### src/rtl/fft_power_frame.sv
// fft_power_frame: keeps bins 0..FFT_SIZE/2 of each real-input FFT frame and emits bin-tagged |X|^2 words.
// Latency: a beat accepted in cycle t is written to the FIFO at the t+2 edge; o_valid rises in t+3 if the FIFO was empty.
// Backpressure: i_ready stalls only the FIFO head; input never stalls, so a write to a full FIFO is dropped and o_overflow sticks.
// Ports: clk, reset (sync, active-high); i_ce/i_result/i_sync = FFT output beat {re,im} with frame sync;
//        o_valid/i_ready = output handshake carrying o_power, o_bin, o_last; o_overflow = sticky drop flag;
//        o_sync_err = one-cycle pulse on a mid-frame sync.

// Generic synchronous FIFO. A write while full is accepted only if the head is read in the same cycle.
module fft_power_fifo #(
  parameter int W     = 8,
  parameter int DEPTH = 16
) (
  input  logic         clk,
  input  logic         reset,
  input  logic         i_wr,
  input  logic [W-1:0] i_wdat,
  output logic         o_full,
  output logic         o_vld,
  input  logic         i_rdy,
  output logic [W-1:0] o_dat
);
  localparam int AW = $clog2(DEPTH);

  logic [W-1:0] r_mem [DEPTH];
  logic [AW:0]  r_wptr;
  logic [AW:0]  r_rptr;
  logic         w_rd;
  logic         w_wr;

  // Extra pointer MSB distinguishes full from empty.
  assign o_vld  = (r_wptr != r_rptr);
  assign o_full = (r_wptr[AW] != r_rptr[AW]) && (r_wptr[AW-1:0] == r_rptr[AW-1:0]);
  assign w_rd   = o_vld & i_rdy;
  assign w_wr   = i_wr & (~o_full | w_rd);
  assign o_dat  = r_mem[r_rptr[AW-1:0]];

  always_ff @(posedge clk) begin
    if (reset) begin
      r_wptr <= '0;
      r_rptr <= '0;
    end else begin
      if (w_wr) r_wptr <= r_wptr + 1'b1;
      if (w_rd) r_rptr <= r_rptr + 1'b1;
    end
  end

  // When full with a simultaneous read, the write lands in the slot being read out this cycle.
  always_ff @(posedge clk) begin
    if (w_wr) r_mem[r_wptr[AW-1:0]] <= i_wdat;
  end
endmodule

module fft_power_frame #(
  parameter int IW         = 18,
  parameter int OW         = 36,
  parameter int FFT_SIZE   = 256,
  parameter int FIFO_DEPTH = 16,
  localparam int BW        = $clog2(FFT_SIZE/2+1)
) (
  input  logic          clk,
  input  logic          reset,
  input  logic          i_ce,
  input  logic [2*IW-1:0] i_result,
  input  logic          i_sync,
  output logic          o_valid,
  input  logic          i_ready,
  output logic [OW-1:0] o_power,
  output logic [BW-1:0] o_bin,
  output logic          o_last,
  output logic          o_overflow,
  output logic          o_sync_err
);
  localparam int PW = OW + BW;
  localparam logic [BW-1:0] HALF = BW'(FFT_SIZE/2);

  typedef enum logic {SYNC_WAIT, RUN} state_t;

  state_t r_state;
  state_t w_state_nxt;
  // For power-of-two FFT_SIZE >= 8, BW equals log2(FFT_SIZE), so the counter wraps modulo FFT_SIZE naturally.
  logic [BW-1:0] r_cnt;
  logic [BW-1:0] w_cnt_nxt;
  logic [BW-1:0] w_bin;
  logic          w_take;
  logic          w_serr;
  logic          w_keep;

  logic signed [2*IW-1:0] w_re;
  logic signed [2*IW-1:0] w_im;

  logic                   r_s1_vld;
  logic signed [2*IW-1:0] r_s1_rr;
  logic signed [2*IW-1:0] r_s1_ii;
  logic [BW-1:0]          r_s1_bin;
  logic                   r_s2_vld;
  logic [2*IW-1:0]        r_s2_sum;
  logic [BW-1:0]          r_s2_bin;
  logic                   r_sync_err;
  logic                   r_overflow;

  logic          w_full;
  logic          w_vld;
  logic [PW-1:0] w_head;
  logic          w_unused_sum;

  always_comb begin
    w_state_nxt = r_state;
    w_cnt_nxt   = r_cnt;
    w_bin       = '0;
    w_take      = 1'b0;
    w_serr      = 1'b0;
    case (r_state)
      SYNC_WAIT: begin
        if (i_ce && i_sync) begin
          w_take      = 1'b1;
          w_cnt_nxt   = BW'(1);
          w_state_nxt = RUN;
        end
      end
      RUN: begin
        if (i_ce) begin
          w_take = 1'b1;
          if (i_sync) begin
            // Sync always restarts the frame; it is only an error away from the expected slot.
            w_cnt_nxt = BW'(1);
            w_serr    = (r_cnt != '0);
          end else begin
            w_bin     = r_cnt;
            w_cnt_nxt = r_cnt + 1'b1;
          end
        end
      end
      default: w_state_nxt = SYNC_WAIT;
    endcase
  end

  // Upper half of a real-input spectrum mirrors the lower half.
  assign w_keep = w_take && (w_bin <= HALF);

  assign w_re = {{IW{i_result[2*IW-1]}}, i_result[2*IW-1:IW]};
  assign w_im = {{IW{i_result[IW-1]}}, i_result[IW-1:0]};

  always_ff @(posedge clk) begin
    if (reset) begin
      r_state    <= SYNC_WAIT;
      r_cnt      <= '0;
      r_s1_vld   <= 1'b0;
      r_s2_vld   <= 1'b0;
      r_sync_err <= 1'b0;
      r_overflow <= 1'b0;
    end else begin
      r_state    <= w_state_nxt;
      r_cnt      <= w_cnt_nxt;
      r_s1_vld   <= w_keep;
      r_s2_vld   <= r_s1_vld;
      r_sync_err <= w_serr;
      if (r_s2_vld && w_full && !(w_vld && i_ready)) r_overflow <= 1'b1;
    end
  end

  // Datapath registers carry no reset; the valid tags above qualify them.
  always_ff @(posedge clk) begin
    r_s1_rr  <= w_re * w_re;
    r_s1_ii  <= w_im * w_im;
    r_s1_bin <= w_bin;
    // Each square is at most 2^(2IW-2), so the unsigned sum fits in 2*IW bits.
    r_s2_sum <= r_s1_rr + r_s1_ii;
    r_s2_bin <= r_s1_bin;
  end

  // Low bits below the emitted window are intentionally discarded.
  assign w_unused_sum = ^r_s2_sum;

  fft_power_fifo #(
    .W     (PW),
    .DEPTH (FIFO_DEPTH)
  ) u_fifo (
    .clk    (clk),
    .reset  (reset),
    .i_wr   (r_s2_vld),
    .i_wdat ({r_s2_sum[2*IW-1 -: OW], r_s2_bin}),
    .o_full (w_full),
    .o_vld  (w_vld),
    .i_rdy  (i_ready),
    .o_dat  (w_head)
  );

  // Data outputs read zero whenever the FIFO is empty, giving clean reset values without clearing the storage.
  assign o_valid    = w_vld;
  assign o_power    = w_vld ? w_head[PW-1:BW] : '0;
  assign o_bin      = w_vld ? w_head[BW-1:0] : '0;
  assign o_last     = w_vld && (w_head[BW-1:0] == HALF);
  assign o_overflow = r_overflow;
  assign o_sync_err = r_sync_err;
endmodule
### config.mk
export PLATFORM = sky130hd
export DESIGN_NAME = fft_power_frame
export DESIGN_NICKNAME = d
export VERILOG_FILES = /design/src/rtl/fft_power_frame.sv
export SDC_FILE = /design/constraint.sdc
export NUM_CORES = 2
export LEC_CHECK = 0
export CORE_AREA = 2 2 373 375
export CTS_CLUSTER_SIZE = 24
export DETAILED_ROUTE_END_ITERATION = 8
export DIE_AREA = 0 0 375 377
export REMOVE_ABC_BUFFERS = 1
export SETUP_SLACK_MARGIN = 0.3
export SYNTH_ARGS = -nofsm -noshare
export SYNTH_HDL_FRONTEND = slang
export SYNTH_HIERARCHICAL = 1
export SYNTH_SLANG_ARGS = --single-unit
### constraint.sdc
create_clock -name clk -period 17 [get_ports clk]
set_clock_uncertainty 0.05 [all_clocks]
set_input_delay 1.7 -clock clk [delete_from_list [all_inputs] [get_ports clk]]
set_output_delay 1.7 -clock clk [all_outputs]
set_load 0.01 [all_outputs]
* Word level (Yosys, flattened, before mapping)
Memories as Yosys holds them, arrays and structs flattened. A register that Yosys moved wholly into a read port is not among the register bits.
Index checks and enable logic that the tools add are counted.
** Cells by class
- Add/sub/neg operators :: 4
- Multiply operators :: 2
- Magnitude comparators :: 1
- Equality and inequality tests :: 6
- Mux-type cells :: 17
- Bitwise logic cells :: 7
- Reduce and logical (&&, ||, !) cells :: 11
** Operators with widths (number)
- $mul 18x18->36 :: 2
- $mux 8 :: 7
- $add 36x36->36 :: 1
- $mux 36 :: 1
- $pmux 8 s2 :: 1
- $add 5x1->5 const B :: 2
- $add 8x1->8 const B :: 1
- $eq 8x8->1 const B :: 1
- $le 8x8->1 const B :: 1
- $mux 4 :: 2
- $reduce_bool 8->1 :: 1
- $logic_and 1x1->1 :: 7
- $mux 1 :: 5
- $ne 5x5->1 :: 1
- $eq 4x4->1 :: 1
- $ne 2x2->1 const B :: 2
- $not 1->1 :: 4
- $reduce_or 4->1 :: 1
- $and 1x1->1 :: 2
- $pmux 1 s2 :: 1
- $reduce_and 2->1 :: 1
- $logic_not 1->1 :: 1
- $ne 1x1->1 :: 1
- $or 1x1->1 :: 1
** Storage, ports and cells
- Flip-flop bits (word level) :: 147
- RAM bits :: 704
- Input bits :: 41
- Logic and storage cells :: 62
- Memories kept :: 1
** Memory list
- u_fifo.r_mem :: words 16, width 44, rd ports 1, clocked after Yosys merged registers in 1, wr ports 1, RTL line 24 : logic [W-1:0] r_mem [DEPTH];

* Longest topological paths before layout
- Depth in word-level cells :: 7
- Gate-level depth with buffers :: 26
- Gate-level depth less buffers :: 23

* Cells and area by module
The synthesis kept the hierarchy.
** Modules (own cells, without submodules)
- fft_power_fifo :: instances 1, cells an instance 1063, area an instance 27642.8 µm², sequential area each 21420.5 µm²
- fft_power_frame :: instances 1, cells an instance 2880, area an instance 26852.0 µm², sequential area each 2702.6 µm²

* Worst setup path before layout
No wires, ideal clock.
- Path type :: input -> register
- From :: input port i_result[1]
- To :: register r_s1_ii[34]
- Library setup time :: 0.072 ns
- Arrival time :: 7.570 ns
- Setup slack :: 9.308 ns
- Cell stages on the path :: 26
- Buffers on the path :: 3
- Path through :: clkbuf_1 clkbuf_1 nand2_1 inv_1 fa_1 inv_1 fa_1 inv_1 ha_1 inv_1 fa_1 inv_1 fa_1 inv_1 fa_1 inv_1 ha_1 clkbuf_1 and4_1 nand2_1 nor3b_1 a311o_1 o41ai_2 o2111ai_1 a21oi_1 xnor2_1
** Between the ends
- Cells in the longest elaborated chain, start to end :: 1
** RTL lines
- start: declaration :: RTL line 63 : input logic [2*IW-1:0] i_result,
- $mul 18x18->36 :: RTL line 164 : r_s1_ii <= w_im * w_im;
- end signal: assignment :: RTL line 164
- end: declaration :: RTL line 93 : logic signed [2*IW-1:0] r_s1_ii;
No other way between the ends.
A chain may end at the register's enable or synchronous reset.

* Final worst setup path
- From :: input port i_result[18]
- To :: register r_s1_rr[32]
** Between the ends
- Cells in the longest elaborated chain, start to end :: 1
** RTL lines
- $mul 18x18->36 :: RTL line 163 : r_s1_rr <= w_re * w_re;
- end signal: assignment :: RTL line 163
- end: declaration :: RTL line 92 : logic signed [2*IW-1:0] r_s1_rr;
No other way between the ends.

==> report_table.html <==
<table>
<tr><th>Metric</th><th>Value</th></tr>
<tr><th colspan="2">Worst setup path</th></tr>
<tr><td>Class of the most critical setup path</td><td>primary input to flop</td></tr>
<tr><td>Highest-delay cell along the critical path</td><td>sky130_fd_sc_hd__clkdlybuf4s50_1</td></tr>
<tr><td>Worst Path Required</td><td>17,450 ps</td></tr>
<tr><td>FF-to-FF Start</td><td>r_s1_ii[18]</td></tr>
<tr><td>Startpoint of the most critical setup path</td><td>i_result[18]</td></tr>
<tr><td>Worst path top cell family by delay</td><td>adder cells</td></tr>
<tr><td>Cells along the critical path</td><td>clkdlybuf4s50_1, nand2_1, inv_1, fa_1, inv_1, fa_1, inv_1, ha_1, inv_1, fa_1, inv_1, fa_1, inv_1, fa_1, inv_1, ha_1, o21ai_0, nand2b_1, nand4_1, a211oi_1, o31ai_1, a21oi_1, mux2i_1, o2111ai_1</td></tr>
<tr><td>Worst-path fanout max</td><td>20</td></tr>
<tr><td>Most Frequent Cell on Critical Path</td><td>sky130_fd_sc_hd__inv_1</td></tr>
<tr><td>Launching element type of the critical path</td><td>primary input</td></tr>
<tr><td>Critical Path Max Stage Delay</td><td>roughly 1100 ps</td></tr>
<tr><td>Arrival time worst endpoint</td><td>8890 ps</td></tr>
<tr><td>Critical path buffers and inverters</td><td>8</td></tr>
<tr><td>Worst setup EP type</td><td>flop</td></tr>
<tr><th colspan="2">Logic synthesis</th></tr>
<tr><td>Count of mapped cells out of synthesis</td><td>between 3,000 and 4,000</td></tr>
<tr><td>Number of flip-flops and latches in the synthesized netlist</td><td>853</td></tr>
<tr><td>Share of synthesized flip-flops with an asynchronous set or reset</td><td>0</td></tr>
<tr><td>Netlist area before placement</td><td>54,490 sq um</td></tr>
<tr><td>Flip-flop cell with the highest count after synthesis</td><td>sky130_fd_sc_hd__edfxtp_1</td></tr>
<tr><td>Mean post-synth cell area</td><td>roughly 14 sq um</td></tr>
<tr><td>Fraction of the yosys area taken by sequential cells</td><td>0.4427</td></tr>
<tr><td>Number of distinct standard cells referenced by the synthesized netlist</td><td>between 70 and 80</td></tr>
<tr><td>Number of enable flip-flop cells after synthesis</td><td>roughly 700</td></tr>
<tr><td>Yosys warns</td><td>6</td></tr>
<tr><th colspan="2">Global routing</th></tr>
<tr><td>GR Util met1</td><td>0.2184</td></tr>
<tr><td>Initial antenna violation count</td><td>1</td></tr>
<tr><td>Remaining global-route overflow</td><td>0</td></tr>
<tr><td>Number of global-route vias before repair</td><td>roughly 32,000</td></tr>
<tr><td>Overall global routing resource usage</td><td>0.1720</td></tr>
<tr><td>Fraction of met2 tracks used by global routing</td><td>0.3146</td></tr>
<tr><td>Maximum number of pins on one net before global-route repair</td><td>128</td></tr>
<tr><td>Most Crowded Layer GR</td><td>met2</td></tr>
<tr><td>Met3 Resource Use GR</td><td>0.01965</td></tr>
<tr><td>First-pass GRT wire length</td><td>between 150,000 and 200,000 um</td></tr>
<tr><th colspan="2">Run status</th></tr>
<tr><td>Run status</td><td>finished clean</td></tr>
<tr><th colspan="2">Floorplanning</th></tr>
<tr><td>Width of the die</td><td>between 300 and 400 um</td></tr>
<tr><td>Die Ht</td><td>377 um</td></tr>
<tr><td>Placeable core region</td><td>137,000 sq um</td></tr>
<tr><td>Die area</td><td>around 140,000 sq um</td></tr>
<tr><td>Row cnt</td><td>roughly 140</td></tr>
<tr><td>Boundary Pins</td><td>89</td></tr>
<tr><td>Effective utilization at floorplan</td><td>0.3978</td></tr>
<tr><th colspan="2">Placed design</th></tr>
<tr><td>Detailed Place HPWL</td><td>just under 80,000 um</td></tr>
<tr><td>GPL Wtd Cong</td><td>about 0.8</td></tr>
<tr><td>PortBufs</td><td>88</td></tr>
<tr><td>Post-detailed-placement cell area</td><td>57,220 sq um</td></tr>
<tr><th colspan="2">STA</th></tr>
<tr><td>Count of endpoints failing setup in the final report</td><td>0</td></tr>
<tr><td>Unrepaired setup endpoints after global routing</td><td>no</td></tr>
<tr><td>Count of final hold-check violations</td><td>0</td></tr>
<tr><td>Final-layout setup total negative slack</td><td>0 ps</td></tr>
<tr><td>Transition time of the tightest slew-check pin</td><td>~1100 ps</td></tr>
<tr><td>Pins Over Slew Limit</td><td>0</td></tr>
<tr><td>Min Clock Period, post-route</td><td>8440 ps</td></tr>
<tr><td>Final clock period utilization by the worst path</td><td>0.4965</td></tr>
<tr><td>Peak clock frequency supported by timing</td><td>between 0.1 and 0.15 GHz</td></tr>
<tr><td>Relative slew slack</td><td>0.2865</td></tr>
<tr><th colspan="2">CTS</th></tr>
<tr><td>TritonCTS clock tree</td><td>yes</td></tr>
<tr><td>Later-pin clock latency in the skew report</td><td>630 ps</td></tr>
<tr><td>Number of buffers added for setup after CTS</td><td>0</td></tr>
<tr><td>Clock Sinks</td><td>approximately 850</td></tr>
<tr><td>Number of buffers inserted during clock tree synthesis</td><td>86</td></tr>
<tr><td>H-tree levels</td><td>3</td></tr>
<tr><td>Number of buffers added to fix hold violations after cts</td><td>0</td></tr>
<tr><td>Clock transition at the registers of the reported paths</td><td>60 ps</td></tr>
<tr><td>Post_cts resized</td><td>0</td></tr>
<tr><td>Maximum clock insertion buffer count</td><td>3</td></tr>
<tr><td>Root Buffer</td><td>sky130_fd_sc_hd__clkbuf_16</td></tr>
<tr><th colspan="2">Finish</th></tr>
<tr><td>Most frequent standard cell in the layout excluding fill and tap cells</td><td>sky130_fd_sc_hd__inv_1</td></tr>
<tr><td># diodes</td><td>0</td></tr>
<tr><td>Post-Layout Inst Area</td><td>~60,000 sq um</td></tr>
<tr><td>Post-layout nets</td><td>4,909</td></tr>
<tr><td>Area added between synthesis and finish</td><td>10.17%</td></tr>
<tr><td>Share of post-route cells with drive strength above 1</td><td>0.08441</td></tr>
<tr><td>Commonest cells after routing, fill and taps aside</td><td>842 x sky130_fd_sc_hd__inv_1, 704 x sky130_fd_sc_hd__edfxtp_1, 586 x sky130_fd_sc_hd__fa_1</td></tr>
<tr><th colspan="2">Route</th></tr>
<tr><td>Drt drc</td><td>0</td></tr>
<tr><td>Via Count</td><td>29,800</td></tr>
<tr><td>ANT nets after route</td><td>0</td></tr>
<tr><td>Sum of routed wire length over all layers</td><td>118,700 um</td></tr>
<tr><td>Number of vias per cell after detailed routing</td><td>slightly above 5</td></tr>
<tr><td>Number of iterations in the first detailed-routing pass</td><td>5</td></tr>
<tr><td>Iter 0 DRT Violations</td><td>1,942</td></tr>
<tr><td>Routed len/inst</td><td>a little over 20 um</td></tr>
<tr><th colspan="2">Hold path</th></tr>
<tr><td>Start point of the worst min-delay path</td><td>r_s1_bin[0]</td></tr>
<tr><td>Path category of the worst min-delay check</td><td>flop to flop</td></tr>
<tr><th colspan="2">Job</th></tr>
<tr><td>Count of maximum capacitance violations</td><td>0</td></tr>
</table>
## per-stage QoR
| stage | worst slack [ps] | utilization | hold WS (ps) | std cells |
|---|---|---|---|---|
| finish | 8560 | 0.4383 | 274.3 | 5893 |
| global placement | 7973 | 0.4177 | 261.6 | 5731 |
| CTS | 8582 | 0.4383 | 276.7 | 5893 |
| global route | 8104 | 0.4383 | 284.1 | 5893 |
| detailed placement | 7928 | 0.4177 | 263.8 | 5731 |
| floorplan | 7179 | - | 259.6 | 3813 |
## final cells by class
type / count / area [sq um]
Clock buffer: 134 / 2506
Clock inverter: 28 / 306.5
Fill cell: 12330 / 76950
Inverter: 842 / 3161
Multi-Input combinational cell: 2118 / 26520
Sequential cell: 853 / 24140
Tap cell: 1794 / 2245
Timing Repair Buffer: 124 / 1164
## registers in the layout, summed over array words and instances, names as in the netlist, named ones only
signal         count
r_cnt              8
r_s1_vld           1
u_fifo/r_rptr      5
r_s1_bin           8
r_s2_bin           8
o_sync_err         1
r_s1_rr           35
r_s2_vld           1
r_state            1
o_overflow         1
r_s2_sum          36
r_s1_ii           35
u_fifo/r_wptr      5
u_fifo/r_mem     704
## synth_stat cells (73+ instances only)
library cell                 n  area share
sky130_fd_sc_hd__nor2_1    108      0.0074
sky130_fd_sc_hd__mux4_1     86       0.041
sky130_fd_sc_hd__and2_1    135       0.015
sky130_fd_sc_hd__inv_1     842       0.058
sky130_fd_sc_hd__fa_1      586        0.22
sky130_fd_sc_hd__nand2_1   238       0.016
sky130_fd_sc_hd__xnor2_1    97       0.016
sky130_fd_sc_hd__edfxtp_1  704        0.39
sky130_fd_sc_hd__mux4_2    134       0.055
sky130_fd_sc_hd__a21oi_1    73      0.0067
sky130_fd_sc_hd__clkbuf_1   96      0.0066
sky130_fd_sc_hd__ha_1      257       0.059
sky130_fd_sc_hd__dfxtp_1   149       0.055
## kinds of logic (layout without fill, tap and decap cells)
kind of cell / count (synthesis) / in the layout / share of synthesized area
buf+inv: 972 / 1128 / 0.07161
flops: 853 / 853 / 0.4427
fa+ha+maj: 843 / 843 / 0.2743
simple gates: 641 / 641 / 0.05772
compound gates: 274 / 274 / 0.03407
mux: 232 / 232 / 0.09907
xor+xnor: 128 / 128 / 0.02057
## final timing paths
kind	end	slack, ps	cells past startpoint
hold / removal	r_s2_bin[0]	270	0
setup / recovery	r_s1_rr[32]	8560	24
setup reg to reg	r_s2_sum[35]	13930	9
hold reg to reg	r_s2_bin[0]	270	0
## layer usage
layer	vias up	part of all wire
met5	-	0
met2	597	0.53
met1	15640	0.41
li1	13430	-
met3	133	0.039
met4	0	0.018
Power is left out: the tool's default activity adds up to more than one toggle a clock period on the data nets, which glitch-free logic cannot reach.
